`src/rtl/cpu_dbg_pkg.sv`:
```
// Shared types and trace-entry layout for the commit-trace monitor.
package cpu_dbg_pkg;

   typedef enum logic [1:0] {
      ST_IDLE    = 2'd0,
      ST_ARMED   = 2'd1,
      ST_CAPTURE = 2'd2,
      ST_DONE    = 2'd3
   } mon_state_e;

   localparam int unsigned RD_W        = 5;
   localparam int unsigned WE_W        = 1;
   localparam int unsigned TOHOST_PASS = 1;

   // Entry layout {we, rd, wdata, pc}, pc in the LSBs
   function automatic int unsigned entry_w(input int unsigned xlen);
      return 2 * xlen + RD_W + WE_W;
   endfunction

   function automatic int unsigned wdata_lsb(input int unsigned xlen);
      return xlen;
   endfunction

   function automatic int unsigned rd_lsb(input int unsigned xlen);
      return 2 * xlen;
   endfunction

   function automatic int unsigned we_bit(input int unsigned xlen);
      return 2 * xlen + RD_W;
   endfunction

endpackage

```
`src/rtl/trace_fifo.sv`:
```
// Synchronous show-ahead FIFO with registered head, valid and occupancy.
module trace_fifo #(
   parameter int unsigned WIDTH = 8,
   parameter int unsigned DEPTH = 4
) (
   input  logic                       clk,
   input  logic                       rst_n,
   input  logic                       flush,
   input  logic                       push,
   input  logic [WIDTH-1:0]           wdata,
   input  logic                       pop,
   output logic [WIDTH-1:0]           rdata,
   output logic                       valid,
   output logic [$clog2(DEPTH):0]     count,
   output logic                       full_c,
   output logic                       empty_c
);

   localparam int unsigned AW = $clog2(DEPTH);
   localparam int unsigned CW = AW + 1;

   logic [WIDTH-1:0] mem [DEPTH];
   logic [AW-1:0]    rd_ptr_q, rd_ptr_d, wr_ptr_q, wr_ptr_d;
   logic [CW-1:0]    count_d;
   logic [WIDTH-1:0] head_d;
   logic             pop_ok, push_ok;

   assign full_c  = (count == CW'(DEPTH));
   assign empty_c = (count == '0);

   // Next pointers, occupancy and the entry that will sit at the head
   always_comb begin
      pop_ok   = pop && valid;
      push_ok  = push && (!full_c || pop_ok);
      rd_ptr_d = rd_ptr_q + AW'(pop_ok);
      wr_ptr_d = wr_ptr_q + AW'(push_ok);
      count_d  = count + CW'(push_ok) - CW'(pop_ok);
      head_d   = '0;
      if (count_d != '0) begin
         // a write landing on the new head bypasses the array
         head_d = (push_ok && (wr_ptr_q == rd_ptr_d)) ? wdata : mem[rd_ptr_d];
      end
   end

   // Storage array write port
   always_ff @(posedge clk) begin
      if (push_ok && !flush) begin
         mem[wr_ptr_q] <= wdata;
      end
   end

   // Pointer, count and show-ahead head registers
   always_ff @(posedge clk or negedge rst_n) begin
      if (!rst_n) begin
         rd_ptr_q <= '0;
         wr_ptr_q <= '0;
         count    <= '0;
         valid    <= 1'b0;
         rdata    <= '0;
      end else if (flush) begin
         rd_ptr_q <= '0;
         wr_ptr_q <= '0;
         count    <= '0;
         valid    <= 1'b0;
         rdata    <= '0;
      end else begin
         rd_ptr_q <= rd_ptr_d;
         wr_ptr_q <= wr_ptr_d;
         count    <= count_d;
         valid    <= (count_d != '0);
         rdata    <= head_d;
      end
   end

endmodule

```
`src/rtl/cpu_trace_monitor.sv`:
```
// Commit-trace monitor: trigger, capture, tohost pass/fail and run timeout.
module cpu_trace_monitor
   import cpu_dbg_pkg::*;
#(
   parameter int unsigned XLEN       = 32,
   parameter int unsigned DEPTH      = 16,
   parameter int unsigned TIMEOUT    = 1024,
   parameter int unsigned TOHOST_REG = 5
) (
   input  logic                     clk,
   input  logic                     reset,
   input  logic                     arm,
   input  logic                     trig_en,
   input  logic [XLEN-1:0]          trig_pc,
   input  logic                     commit_valid,
   input  logic [XLEN-1:0]          commit_pc,
   input  logic                     commit_we,
   input  logic [4:0]               commit_rd,
   input  logic [XLEN-1:0]          commit_wdata,
   output logic                     rd_valid,
   input  logic                     rd_ready,
   output logic [2*XLEN+5:0]        rd_data,
   output logic [1:0]               state,
   output logic                     done,
   output logic                     pass,
   output logic                     fail,
   output logic                     timeout,
   output logic                     overflow,
   output logic [$clog2(DEPTH):0]   count
);

   localparam int unsigned EW    = entry_w(XLEN);
   localparam int unsigned CYC_W = $clog2(TIMEOUT) + 1;

   mon_state_e       state_q, state_d;
   logic [CYC_W-1:0] cyc_q, cyc_d;
   logic             done_d, pass_d, fail_d, timeout_d, overflow_d;
   logic             push_c, flush_c, full_c, empty_c;
   logic             end_ev_c, end_pass_c, trig_hit_c, tmo_c, pop_ok_c;
   logic [EW-1:0]    entry_c;

   assign entry_c    = {commit_we, commit_rd, commit_wdata, commit_pc};
   assign end_ev_c   = commit_valid && commit_we && (commit_rd == RD_W'(TOHOST_REG));
   assign end_pass_c = (commit_wdata == XLEN'(TOHOST_PASS));
   assign trig_hit_c = commit_valid && (commit_pc == trig_pc);
   assign tmo_c      = (cyc_q == CYC_W'(TIMEOUT - 1));
   assign pop_ok_c   = rd_ready && !empty_c;
   assign state      = state_q;

   // Run control: arming, trigger, end detection, timeout and capture enable
   always_comb begin
      state_d    = state_q;
      cyc_d      = cyc_q;
      pass_d     = pass;
      fail_d     = fail;
      timeout_d  = timeout;
      overflow_d = overflow;
      push_c     = 1'b0;
      flush_c    = 1'b0;
      case (state_q)
         ST_IDLE, ST_DONE: begin
            if (arm) begin
               flush_c   = 1'b1;
               cyc_d     = '0;
               pass_d    = 1'b0;
               fail_d    = 1'b0;
               timeout_d = 1'b0;
               state_d   = trig_en ? ST_ARMED : ST_CAPTURE;
            end
         end
         ST_ARMED: begin
            cyc_d = cyc_q + CYC_W'(1);
            if (end_ev_c) begin
               state_d = ST_DONE;
               pass_d  = end_pass_c;
               fail_d  = !end_pass_c;
            end else if (tmo_c) begin
               state_d   = ST_DONE;
               timeout_d = 1'b1;
            end else if (trig_hit_c) begin
               state_d = ST_CAPTURE;
               push_c  = 1'b1;
            end
         end
         ST_CAPTURE: begin
            cyc_d  = cyc_q + CYC_W'(1);
            push_c = commit_valid;
            if (end_ev_c) begin
               state_d = ST_DONE;
               pass_d  = end_pass_c;
               fail_d  = !end_pass_c;
            end else if (tmo_c) begin
               state_d   = ST_DONE;
               timeout_d = 1'b1;
            end
         end
         default: state_d = ST_IDLE;
      endcase
      // sticky drop flag: a push into a full buffer with no simultaneous pop
      if (flush_c) begin
         overflow_d = 1'b0;
      end else if (push_c && full_c && !pop_ok_c) begin
         overflow_d = 1'b1;
      end
      done_d = (state_d == ST_DONE);
   end

   // State, cycle counter and status flag registers
   always_ff @(posedge clk or negedge reset) begin
      if (!reset) begin
         state_q  <= ST_IDLE;
         cyc_q    <= '0;
         done     <= 1'b0;
         pass     <= 1'b0;
         fail     <= 1'b0;
         timeout  <= 1'b0;
         overflow <= 1'b0;
      end else begin
         state_q  <= state_d;
         cyc_q    <= cyc_d;
         done     <= done_d;
         pass     <= pass_d;
         fail     <= fail_d;
         timeout  <= timeout_d;
         overflow <= overflow_d;
      end
   end

   trace_fifo #(
      .WIDTH (EW),
      .DEPTH (DEPTH)
   ) u_fifo (
      .clk     (clk),
      .rst_n   (reset),
      .flush   (flush_c),
      .push    (push_c),
      .wdata   (entry_c),
      .pop     (rd_ready),
      .rdata   (rd_data),
      .valid   (rd_valid),
      .count   (count),
      .full_c  (full_c),
      .empty_c (empty_c)
   );

endmodule
```
`config.mk`:
```
export PLATFORM = sky130hd
export DESIGN_NAME = cpu_trace_monitor
export DESIGN_NICKNAME = d
export VERILOG_FILES = /design/src/rtl/cpu_dbg_pkg.sv /design/src/rtl/trace_fifo.sv /design/src/rtl/cpu_trace_monitor.sv
export SDC_FILE = /design/constraint.sdc
export NUM_CORES = 2
export LEC_CHECK = 0
export ABC_CLOCK_PERIOD_IN_PS = 9700
export BUFFER_PORTS_ARGS = -buffer_cell sky130_fd_sc_hd__buf_2
export CORE_ASPECT_RATIO = 1.1
export CORE_MARGIN = 10
export CORE_UTILIZATION = 40
export DETAILED_ROUTE_END_ITERATION = 8
export PLACE_DENSITY_LB_ADDON = 0.08
export SLEW_MARGIN = 20
export SYNTH_ARGS = -nofsm -noshare
export SYNTH_HDL_FRONTEND = slang
export SYNTH_HIERARCHICAL = 1
export SYNTH_SLANG_ARGS = --single-unit
```
`constraint.sdc`:
```
create_clock -name clk -period 9.7 [get_ports clk]
set_input_delay 1.455 -clock clk [delete_from_list [all_inputs] [get_ports clk]]
set_output_delay 1.455 -clock clk [all_outputs]
set_load 0.005 [all_outputs]
```
# Yosys cells after proc, flatten, opt, wreduce, memory -nomap -nowiden
# Memories as Yosys holds them, arrays and structs flattened.
# Index checks and enable logic that the tools add are counted.
# op_classes
bitwise	0
mul	0
magnitude_cmp	0
n_eq_ne	14
n_reduce_logical	24
div_mod_pow	0
n_addsub	5
muxes	35
n_shift	0
# ops
cell	count
$mux W70	3
$eq A32 B1 Y1 const B	1
$eq A32 B32 Y1	1
$pmux W11 S2	1
$mux W1	15
$mux W2	7
$add A11 B1 Y11 const B	1
$eq A11 B10 Y1 const B	1
$mux W11	1
$logic_and A1 B1 Y1	10
$add A4 B1 Y4	2
$mux W4	2
$pmux W1 S2	4
$eq A2 B2 Y1 const B	3
$pmux W2 S3	1
$add A5 B1 Y5	1
$eq A5 B3 Y1 const B	1
$eq A5 B5 Y1 const B	1
$logic_not A1 Y1	5
$logic_not A5 Y1	1
$mux W5	1
$reduce_bool A5 Y1	1
$sub A5 B1 Y5	1
$eq A4 B4 Y1	1
9 further kinds	12
# totals
regBits	102
latchBits	0
output_inout_bits	83
ramBits	1120
memories	1
romBits	0
inputBits	108
elab_cells	91
# memory_table
name	depth	width	read_ports	rd_ports_with_merged_regs	write_ports	line_no	source
u_fifo.mem	16	70	1	0	1	trace_fifo.sv:22	logic [WIDTH-1:0] mem [DEPTH];

# Depth between registers and ports, before layout
# logic_depth
ltp_word	12
mapped_depth	17
ltp_nobuf	16

# By module
# Netlist, hierarchy kept.
# modules_own_cells
module	seq_area_each_um2	cells_each	instances	area_per_inst_um2
trace_fifo	35734.3	2041	1	46236.8
cpu_trace_monitor	450.4	178	1	1524.0

# Worst setup path before layout
# OpenSTA, ideal clock, no wires.
# synth_path
path_kind	input to register
start	in trig_pc[14]
end	mem u_fifo/mem[0][0] (netlist bit), enable pin
cell_stages	9
path_buffers	0
arrival_time_ns	7.865
setup_ns	0.584
path_slack_ns	1.250
cell_sequence	xnor2_1 nand4_1 nor4_1 nand4_1 o22ai_1 nand2b_1 a21oi_1 or3b_1 nor3_1
# synth_via
elab_chain_cells	10
# synth_rtl
element	line_no	source
from (decl)	cpu_trace_monitor.sv:14	input logic [XLEN-1:0] trig_pc,
$eq A32 B32 Y1	cpu_trace_monitor.sv:45	assign trig_hit_c = commit_valid && (commit_pc == trig_pc);
$logic_and A1 B1 Y1	cpu_trace_monitor.sv:45	
$mux W1	cpu_trace_monitor.sv:80	end else if (trig_hit_c) begin
$mux W1	cpu_trace_monitor.sv:77	end else if (tmo_c) begin
$mux W1	cpu_trace_monitor.sv:73	if (end_ev_c) begin
$pmux W1 S2	cpu_trace_monitor.sv:60	case (state_q)
named net push_c	cpu_trace_monitor.sv:38	logic push_c, flush_c, full_c, empty_c;
$logic_and A1 B1 Y1	trace_fifo.sv:34	push_ok = push && (!full_c || pop_ok);
$logic_and A1 B1 Y1	trace_fifo.sv:47	if (push_ok && !flush) begin
$mux W1	trace_fifo.sv:47	
$mux W1 (not written as such)	trace_fifo.sv:48	mem[wr_ptr_q] <= wdata;
to (decl)	trace_fifo.sv:22	
# The timed path passes the listed nets, and every way through them passes these cells.

# Worst setup path after layout
# layout_path
start	in commit_pc[27]
end	reg u_fifo.rdata[1]
# layout_via
elab_chain_cells	12
elab_cells_between_ends	14
classes_between	2 x add/sub; 1 x eq/ne; 7 x mux; 4 x reduce/logical
# layout_rtl
element	line_no	source
from (decl)	cpu_trace_monitor.sv:16	input logic [XLEN-1:0] commit_pc,
$eq A32 B32 Y1 *	cpu_trace_monitor.sv:45	
$logic_and A1 B1 Y1 *	cpu_trace_monitor.sv:45	
$mux W1 *	cpu_trace_monitor.sv:80	
$mux W1 *	cpu_trace_monitor.sv:77	
$mux W1 *	cpu_trace_monitor.sv:73	
$pmux W1 S2 *	cpu_trace_monitor.sv:60	
named net push_c	cpu_trace_monitor.sv:38	
$logic_and A1 B1 Y1 *	trace_fifo.sv:34	
$add A5 B1 Y5	trace_fifo.sv:37	count_d = count + CW'(push_ok) - CW'(pop_ok);
$sub A5 B1 Y5	trace_fifo.sv:37	
$reduce_bool A5 Y1	trace_fifo.sv:39	if (count_d != '0) begin
$mux W70 *	trace_fifo.sv:39	
$mux W70 *	trace_fifo.sv:60	end else if (flush) begin
to (signal assigned)	trace_fifo.sv:59	rdata <= '0;
to (signal assigned)	trace_fifo.sv:65	rdata <= '0;
to (signal assigned)	trace_fifo.sv:71	rdata <= head_d;
to (decl)	trace_fifo.sv:12	output logic [WIDTH-1:0] rdata,
# The timed path passes the listed nets; every way through them passes the cells marked *.
# A chain may end at the register's enable or synchronous reset.

==> reports/metrics.cfg <==
[sta]
tightest_slew_ps=1130
hold_ws_ps=487
maxSlewHeadroom=0.237
hold_viol_final=0
max_freq_mhz=163
finalCriticalPeriod_ps=6130
finalSetupViolCount=0
clock_skew_ps=25.2
period_share=0.632
drv_slew=0
fin_setup_tns_ps=0
rsz0062_at_grt=no

[floorplanning]
core_area_um2=118000
die_area_um2=134000
ios=191
start_util=0.404
rows=132
die_w_um=349
die_h_um=382

[clock_tree]
ctsResizeCount=0
post_cts_buffers=0
cts.path.max_buffers=3
clk-insertion-delay-late_ps=750
clkSinkCount=1222
cts_made_buffers=133
cts_max_level=4
cts_tree=built
root_buffer=clkbuf_16
clk_pin_slew_ps=50
cts-hold-fix-buffers=0

[finish]
fin_util=0.468
nets=2601
mostFrequentLayoutCells=edfxtp_1 (1120), mux4_2 (280), buf_2 (189), clkbuf_16 (139), dfrtp_1 (102)
fillers=9792
final_common_cell=edfxtp_1
seq_area_um2=36200
area_delta_synth_final_pct=15.7
multi_input_area_um2=11000
drive_above_1_share=0.309
design_area_um2=55300

[worst_setup_path]
ff2ff_path_depth=16
endpoint=u_fifo/rdata[1]$_DFF_PN0_
reg2reg_slack_ps=4800
required_ps=10370
worstSetupStartpointType=input pin
crit_path_max_fanout=45
crit_type=in -> reg
r2r_start=state[0]$_DFF_PN0_
critPathArrivalTime_ps=6790
crit_start=commit_pc[27]
endpoint_kind=flop
r2r_end=u_fifo/rdata[1]$_DFF_PN0_

[logic_synthesis]
synthesis.nets=2340
synthCells=2219
syn_avg_cell_area_um2=21.5
synth-edff-count=1120
async_flop_share=0.0835
synth_sequential_area_ratio=0.758
yosysWarningCount=6
syn_area_um2=47800
synth_seq_cells=1222
synth_ff_type=edfxtp_1
ys_types=64

[place]
io_buffers=190
place_area_um2=50900
dp_hpwl_mm=67.3
place_congestion=0.724

[power_and_ir_drop]
seqPwrFrac=0.392
powerDensity_nw_per_um2=284
cellLeakagePower_uw=0.0179
clock_power_share=0.316
ir_drop_v=0.000290
sw_frac_of_total=0.291
p_int_uw=11100
switchingPower_uw=4560
p_comb_frac=0.292

[global_routing]
grt_max_degree=108
grt_pass1_vias=25200
antenna_found_initial=19
grt.overflow.total=0
grtUsageTotal=0.190
grt_pass1_wl_mm=183

[route]
vias=23200
wire_per_inst_um=30.6
ant_nets=0
drt_iter0_drc=2030
via_per_inst=5.61
finalWirelength_mm=127
drc_errors=0
drt-pass1-iter-count=5

[status]
status=completed

[worst_hold_path]
worstHoldStart=timeout$_DFFE_PN0P_
hold_path_class=reg -> reg

[flow_run]
drv_cap=0

[state kept, by name, summed over array words and instances, names as in the netlist]
signal           cells
timeout              1
overflow             1
u_fifo/mem        1120
u_fifo/rdata        70
cyc_q               11
state                2
u_fifo/count         5
u_fifo/rd_ptr_q      4
u_fifo/wr_ptr_q      4
done                 1
pass                 1
u_fifo/valid         1
fail                 1
[worst max-delay path, stage by stage]
cell	delay, ps
buf_2	270
xnor2_1	180
buf_4	240
nand4_1	110
nor3_1	790
nand4_1	410
o22ai_1	390
a21boi_4	280
nand2_1	70
nand2_1	70
ha_1	160
inv_1	60
fa_1	420
nand2b_1	210
a21oi_4	150
xnor2_2	140
a311oi_4	290
buf_4	740
a22o_1	260
[routing by layer]
metal | vias up | share of wire | routed length (um) | GRT usage
met5 | - | 0.00047 | 59 | 0
met4 | 8 | 0.029 | 3670 | 0.0646
li1 | 9811 | - | - | -
met1 | 12600 | 0.41 | 51900 | 0.244
met3 | 202 | 0.048 | 6110 | 0.0352
met2 | 577 | 0.51 | 64800 | 0.323
[power by group through the flow]
stage / Sequential, uW / Combinational, uW / Clock [uW]
finish: 6160 / 4590 / 4960
global route: 6170 / 5000 / 5300
CTS: 6160 / 4700 / 5080
detailed placement: 6270 / 4690 / 0
global placement: 6270 / 4650 / 0
floorplan: 6210 / 3460 / 0
[cell families after synthesis]
logic type               after synthesis  share of synthesized area
XOR/XNOR                              44                    0.00899
AND/OR/NAND/NOR                      199                     0.0252
multiplexers                         352                      0.147
buffers and inverters                134                     0.0156
adder cells (fa/ha/maj)               13                    0.00356
flip-flops                          1222                      0.758
AO/OA/AOI/OAI                        255                     0.0419
[per-stage QoR]
stage | power [uW] | setup slack [ps] | std cells
final | 15700 | 3570 | 4136
after global routing | 16500 | 3510 | 4133
after CTS | 15900 | 3520 | 4131
after detailed placement | 11000 | 2740 | 3885
after global placement | 10900 | 2850 | 3879
after floorplan | 9660 | 1250 | 2219
[layout make-up]
| cell class | count | area share |
|---|---|---|
| flip-flops and latches | 1222 | 0.655 |
| clock buffers | 189 | 0.0687 |
| multi-input cells | 863 | 0.199 |
| repair buffers | 249 | 0.0322 |
| clock inverters | 57 | 0.00919 |
| well taps | 1541 | 0.0349 |
| diodes | 4 | 0.000181 |
| inverters | 11 | 0.000747 |
[worst min-delay path by stage]
stage | endpoint | slack [ps] | cells after the start
after floorplan | cyc_q[9]$_DFFE_PN0P_ | 470 | 1
after global placement | timeout$_DFFE_PN0P_ | 470 | 2
after detailed placement | timeout$_DFFE_PN0P_ | 480 | 2
after CTS | timeout$_DFFE_PN0P_ | 490 | 2
after global routing | timeout$_DFFE_PN0P_ | 540 | 2
final | timeout$_DFFE_PN0P_ | 490 | 2
[synthesized netlist by cell type, types with 2 or more instances]
cell | number | area (um^2)
inv_1 | 11 | 41.3
buf_1 | 13 | 48.8
bufbuf_8 | 4 | 75.1
nor2b_1 | 81 | 507
and4bb_2 | 2 | 25.0
nor4b_1 | 3 | 26.3
nand3b_1 | 2 | 15.0
o31ai_1 | 5 | 37.5
nand2_1 | 16 | 60.1
a31oi_1 | 5 | 31.3
o22ai_1 | 2 | 12.5
nand2_2 | 2 | 12.5
a21oi_1 | 77 | 385
edfxtp_1 | 1120 | 33600
a211oi_2 | 37 | 463
xor2_1 | 8 | 70.1
o211ai_1 | 2 | 15.0
xnor2_1 | 32 | 280
nor3_1 | 7 | 35.0
a211oi_1 | 34 | 255
mux2i_1 | 72 | 721
nand4_1 | 14 | 87.6
dfrtp_1 | 102 | 2550
nor4_1 | 8 | 50.1
nor2_1 | 25 | 93.8
ha_1 | 12 | 150
buf_2 | 43 | 215
nand2b_1 | 10 | 62.6
nand3_1 | 12 | 60.1
buf_4 | 9 | 67.6
xnor2_2 | 2 | 32.5
clkbuf_1 | 42 | 158
a22o_1 | 70 | 613
buf_6 | 11 | 124
and3_1 | 2 | 12.5
o21ai_0 | 15 | 75.1
mux4_2 | 280 | 6310
No activity file was read; power rests on OpenSTA's default activity.
